**src/rtl/paddle_ctrl.sv**
```systemverilog
// Pong player paddle: synchronises and debounces two buttons against the game tick,
// steps the paddle on press and auto-repeats while held, and flags ball/paddle overlap.
module paddle_ctrl #(
  parameter int unsigned DEBOUNCE_TICKS = 8,
  parameter int unsigned REPEAT_TICKS   = 50,
  parameter int unsigned PADDLE_LEN     = 4,
  parameter int unsigned START_POS      = 6
) (
  input  logic       clk,
  input  logic       reset,
  input  logic       tick,
  input  logic       btn_up,
  input  logic       btn_down,
  input  logic [3:0] ball_y,
  output logic [3:0] pos,
  output logic       moved,
  output logic       hit
);

  localparam logic [7:0] DB_N    = 8'(DEBOUNCE_TICKS);
  localparam logic [7:0] REP_N   = 8'(REPEAT_TICKS);
  localparam logic [3:0] MAX_POS = 4'(16 - PADDLE_LEN);
  localparam logic [3:0] RST_POS = 4'(START_POS);
  localparam logic [4:0] LEN_M1  = 5'(PADDLE_LEN - 1);

  typedef enum logic [1:0] {IDLE, HELD_UP, HELD_DOWN} state_t;

  // Index 0 = up button, index 1 = down button.
  logic [1:0]      raw;
  logic [1:0]      s1_q, s2_q;
  logic [1:0]      deb_q, deb_d, deb_prev_q;
  logic [1:0][7:0] cnt_q, cnt_d;

  state_t     state_q, state_d;
  logic [7:0] rep_q, rep_d;
  logic [3:0] pos_q, pos_d;
  logic       moved_q, moved_d;
  logic       hit_q, hit_d;

  logic       up_deb, dn_deb, up_rise, dn_rise;
  logic       step_up, step_dn;
  logic [4:0] pos_ext, ball_ext;

  assign raw = {btn_down, btn_up};

  always_comb begin
    deb_d = deb_q;
    cnt_d = cnt_q;
    for (int unsigned i = 0; i < 2; i++) begin
      if (s2_q[i] == deb_q[i]) begin
        cnt_d[i] = '0;
      end else if (tick) begin
        if (cnt_q[i] + 8'd1 == DB_N) begin
          deb_d[i] = ~deb_q[i];
          cnt_d[i] = '0;
        end else begin
          cnt_d[i] = cnt_q[i] + 8'd1;
        end
      end
    end
  end

  assign up_deb  = deb_q[0];
  assign dn_deb  = deb_q[1];
  assign up_rise = deb_q[0] & ~deb_prev_q[0];
  assign dn_rise = deb_q[1] & ~deb_prev_q[1];

  always_comb begin
    state_d = state_q;
    rep_d   = rep_q;
    pos_d   = pos_q;
    moved_d = 1'b0;
    step_up = 1'b0;
    step_dn = 1'b0;
    case (state_q)
      IDLE: begin
        if (up_rise && !dn_deb) begin
          step_up = 1'b1;
          state_d = HELD_UP;
          rep_d   = '0;
        end else if (dn_rise && !up_deb) begin
          step_dn = 1'b1;
          state_d = HELD_DOWN;
          rep_d   = '0;
        end
      end
      HELD_UP: begin
        if (!up_deb || dn_deb) begin
          state_d = IDLE;
          rep_d   = '0;
        end else if (tick) begin
          if (rep_q + 8'd1 == REP_N) begin
            step_up = 1'b1;
            rep_d   = '0;
          end else begin
            rep_d = rep_q + 8'd1;
          end
        end
      end
      HELD_DOWN: begin
        if (!dn_deb || up_deb) begin
          state_d = IDLE;
          rep_d   = '0;
        end else if (tick) begin
          if (rep_q + 8'd1 == REP_N) begin
            step_dn = 1'b1;
            rep_d   = '0;
          end else begin
            rep_d = rep_q + 8'd1;
          end
        end
      end
      default: begin
        state_d = IDLE;
        rep_d   = '0;
      end
    endcase
    // Saturating steps: a blocked step leaves pos alone and raises no moved pulse.
    if (step_up && pos_q != 4'd0) begin
      pos_d   = pos_q - 4'd1;
      moved_d = 1'b1;
    end
    if (step_dn && pos_q != MAX_POS) begin
      pos_d   = pos_q + 4'd1;
      moved_d = 1'b1;
    end
  end

  assign pos_ext  = {1'b0, pos_q};
  assign ball_ext = {1'b0, ball_y};
  assign hit_d    = (ball_ext >= pos_ext) && (ball_ext <= pos_ext + LEN_M1);

  always_ff @(posedge clk) begin
    if (!reset) begin
      s1_q       <= '0;
      s2_q       <= '0;
      deb_q      <= '0;
      deb_prev_q <= '0;
      cnt_q      <= '0;
      state_q    <= IDLE;
      rep_q      <= '0;
      pos_q      <= RST_POS;
      moved_q    <= 1'b0;
      hit_q      <= 1'b0;
    end else begin
      s1_q       <= raw;
      s2_q       <= s1_q;
      deb_q      <= deb_d;
      deb_prev_q <= deb_q;
      cnt_q      <= cnt_d;
      state_q    <= state_d;
      rep_q      <= rep_d;
      pos_q      <= pos_d;
      moved_q    <= moved_d;
      hit_q      <= hit_d;
    end
  end

  assign pos   = pos_q;
  assign moved = moved_q;
  assign hit   = hit_q;

endmodule

```
**config.mk**
```make
export PLATFORM = sky130hd
export DESIGN_NAME = paddle_ctrl
export DESIGN_NICKNAME = d
export VERILOG_FILES = /design/src/rtl/paddle_ctrl.sv
export SDC_FILE = /design/constraint.sdc
export NUM_CORES = 1
export LEC_CHECK = 0
export CORE_ASPECT_RATIO = 0.8
export CORE_UTILIZATION = 42
export DETAILED_ROUTE_END_ITERATION = 10
export PLACE_DENSITY = 0.69
export SYNTH_ARGS = -nofsm -noshare
export SYNTH_HDL_FRONTEND = slang
export SYNTH_SLANG_ARGS = --single-unit
export TNS_END_PERCENT = 50
```
**constraint.sdc**
```tcl
create_clock -name clk -period 7.2 [get_ports clk]
set_clock_uncertainty 0.2 [all_clocks]
set_input_delay 1.44 -clock clk [delete_from_list [all_inputs] [get_ports clk]]
set_output_delay 1.44 -clock clk [all_outputs]
set_load 0.03 [all_outputs]
```
==> summary.md <==
| Metric | Value |
|---|---|
| Run status | `complete, no violations` |
| Non-Filler Instances | `367` |
| Largest area contributor in the netlist | `dfxtp_1` |
| Post-DP HPWL | `3242 um` |
| Root buf cell | `clkbuf_8` |
| Hold_buf cts | `0` |
| Final ANT Viol Nets | `0` |
| GRT Total Usage | `17.68%` |
| Initial Util | `43.39%` |
| Crit Path Class | `in -> reg` |
| Critical path's slowest cell | `clkdlybuf4s50_1` |
| Crit path DAT | `4.41 ns` |
| Clock tree sinks | `40` |
| Total Nets Final | `316` |
| Final Hold Vio Count | `0` |
| Fin Hold WS | `0.2363 ns` |
| Cell Count Post-Placement | `359` |
| Worst Setup End Kind | `flip-flop` |
| Dominant synthesized flop cell | `dfxtp_1` |
| Die area | `5921 sq um` |
| Cells after synthesis | `273` |
| Post-cts sizing count | `0` |
| Leak | `0.9734 nW` |
| Clock slew at reported path FFs | `0.08 ns` |
| DRC viols | `0` |
| H-tree Lvls | `2` |
| HP Class | `reg -> reg` |
| Fillers | `521` |
| TritonCTS Buffers | `5` |
| Minimum clock period after layout | `4.425 ns` |
| Largest net degree at the start of global routing | `25` |
| Synth top area cells | `dfxtp_1, ha_1, xor2_1` |
| Commonest cells post-synth | `dfxtp_1, nand2_1, nor2_1` |
| DRT iter0 DRCs | `132` |
| Chip height | `69.03 um` |
| CP max FO | `15` |
| CP Launch Type | `primary input` |
| R2R depth | `13` |
| Synth Register Bits | `40` |
| Warnings from Yosys | `0` |
| Setup bufs post-CTS | `0` |
| Vias in the first global route | `1937` |
| Crit-path cells | `clkdlybuf4s50_1 > inv_1 > a21oi_4 > nand3b_1 > nor2b_1 > ha_1 > a21o_1 > a21oi_1 > o21ai_0 > a31oi_1 > a21oi_1 > mux2i_1` |
| Count leader, synth | `dfxtp_1` |
| DR vias | `1894` |
| Final setup fails | `0` |
| Hold path depth | `1` |
| Pwr/cell area | `159.5 nW/um^2` |
| Finished Cell Area | `2683 sq um` |
| Core area | `5435 sq um` |
| Initial antenna violation count | `0` |
| TritonRoute pass-1 iters | `4` |
| Gr ovfl total | `0` |
| Multi-input logic area | `1491 sq um` |
| Start point of the worst hold path | `s1_q[1]$_SDFF_PN0_` |
| Max Cap Viol | `0` |
| N_diodes | `0` |
| Worst r2r src | `rep_q[0]$_SDFFE_PN0P_` |
| FF/Latch Area | `800.8 sq um` |
| PortBufs | `14` |
| Post-synth top area share | `33.95%` |
| Yosys cell types | `44` |
| Reg2reg end | `pos[3]$_SDFFE_PN0P_` |
| Worst Hold End | `s2_q[1]$_SDFF_PN0_` |
| Drt wl/cell | `12.38 um` |
| Die W | `85.78 um` |
| Max incr delay on CP | `0.84 ns` |
| Placement Rows | `24` |
| Area grow syn2layout | `13.74%` |
| Vias per cell | `5.161` |
| Maximum vdd ir drop | `80.60 uV` |
| First-pass GRT wire length | `8397 um` |
| Crit share post-route | `61.46%` |
| Number of enable flip-flop cells after synthesis | `0` |
| Worst-Skew Late Latency | `0.30 ns` |
| Clk buf depth | `2` |
| CTS tree | `done` |
| Layout cells sized above 1 | `7.612%` |
| Synthesized area | `2359 sq um` |
| Most frequent CP cell | `a21oi_1` |
| Max Clock Freq | `226.0 MHz` |
| Core Util, Final | `49.36%` |
| Max-slew violations | `0` |
| Synth async-reset ratio | `0%` |
| Dpl cell area | `2571 sq um` |
| Sequential area share after synthesis | `33.95%` |
| Max-slew headroom | `51.42%` |
| Setup_tns | `0 ns` |
| Worst EP required | `7.18 ns` |
| Final WL | `4544 um` |
| Slew at the pin closest to its max-slew limit | `0.7265 ns` |
| Mapped Nets | `301` |
| Syn avg cell area | `8.639 sq um` |
| # IOs | `15` |
| RSZ-0062 raised after global routing | `no` |
| Reg2Reg Setup Slack | `4.10 ns` |
| Gpl congestion | `0.7977` |
[state kept, by name, summed over array words and instances (netlist names)]
name and flops:
cnt_q 16, deb_prev_q 2, deb_q 2, hit 1, moved 1, pos 4, rep_q 8, s1_q 2
s2_q 2, state_q 2
[where the power goes]
part / switching [W] / total, W / internal [W] / leakage (nW)
logic: 0.00000972 / 0.0000185 / 0.00000874 / 0.596
clock network: 0.0000834 / 0.000186 / 0.000103 / 0.0541
registers: 0.000000789 / 0.000223 / 0.000223 / 0.323
total: 0.0000939 / 0.000428 / 0.000334 / 0.973
[layout by cell type, fill, tap and decap left out, types with 2 or more instances in the layout]
cell type and n:
a21oi_1 9, a31oi_1 4, nor3b_2 3, nand4_1 6, inv_1 11, nand2b_1 4, a21boi_0 2, or3_1 2
o31ai_1 4, nor2_1 24, xnor2_1 7, nand3b_1 5, a22oi_1 3, nor2b_1 7, mux2i_1 4, xor2_1 14
o21ai_0 16, nand2_1 29, and3_1 3, ha_1 18, dfxtp_1 40, clkdlybuf4s50_1 14, and2_1 9, clkbuf_8 5
o221a_2 2, nor3_1 8, nand3_1 14, a21o_1 3
[worst max path at each step]
| stage | from | end | slack [ns] | cells past startpoint |
|---|---|---|---|---|
| floorplan | tick | pos[3]$_SDFFE_PN0P_ | 3.93 | 11 |
| global placement | tick | pos[3]$_SDFFE_PN0P_ | 2.59 | 12 |
| detailed placement | tick | pos[3]$_SDFFE_PN0P_ | 2.51 | 12 |
| CTS | tick | pos[3]$_SDFFE_PN0P_ | 2.83 | 12 |
| global route | tick | pos[3]$_SDFFE_PN0P_ | 2.59 | 12 |
| finish | tick | pos[3]$_SDFFE_PN0P_ | 2.77 | 12 |
[metrics by stage]
| stage | setup slack, ns | total power [W] |
|---|---|---|
| after floorplan | 3.934 | 0.0002388 |
| after global placement | 2.594 | 0.0002469 |
| after detailed placement | 2.512 | 0.0002472 |
| after CTS | 2.826 | 0.0004333 |
| after global routing | 2.586 | 0.0004438 |
| final | 2.775 | 0.0004278 |
[per-layer routing]
layer	vias to the layer above	global-route usage (%)	share of wire [%]	routed length, um
met3	4	3.952	2.7	121
met5	-	0	0	0
met2	28	27.56	43	1970
met4	0	7.222	1.3	57
li1	989	-	-	-
met1	873	23.60	53	2395
[worst max-delay path, delay by kind of cell]
kind	cells	cell delay, ns
buffers and inverters	2	1.24
AOI/OAI and AO/OA	6	0.99
and+or+nand+nor	2	0.35
adders and majority gates	1	0.28
muxes	1	0.12
[logic make-up (layout without fill, tap and decap cells)]
| kind of cell | after synthesis | count (layout) | share of synthesized area [%] |
|---|---|---|---|
| DFF | 40 | 40 | 33.95 |
| adders and majority gates | 19 | 19 | 10.40 |
| AOI/OAI and AO/OA | 48 | 48 | 14.22 |
| and+or+nand+nor | 123 | 123 | 28.65 |
| muxes | 5 | 5 | 2.175 |
| xor gates and xnor gates | 21 | 21 | 7.799 |
| buffers and inverters | 17 | 33 | 2.812 |
[cell type report]
cell class                 count  area share [%]
sequential                    40           29.85
tap                           78           3.638
multi-input combinational    216           55.60
clock inverter                 3           1.586
timing repair buffer          14           5.224
inverter                      11           1.539
clock buffer                   5           2.565
(Power assumes the default switching activity.)
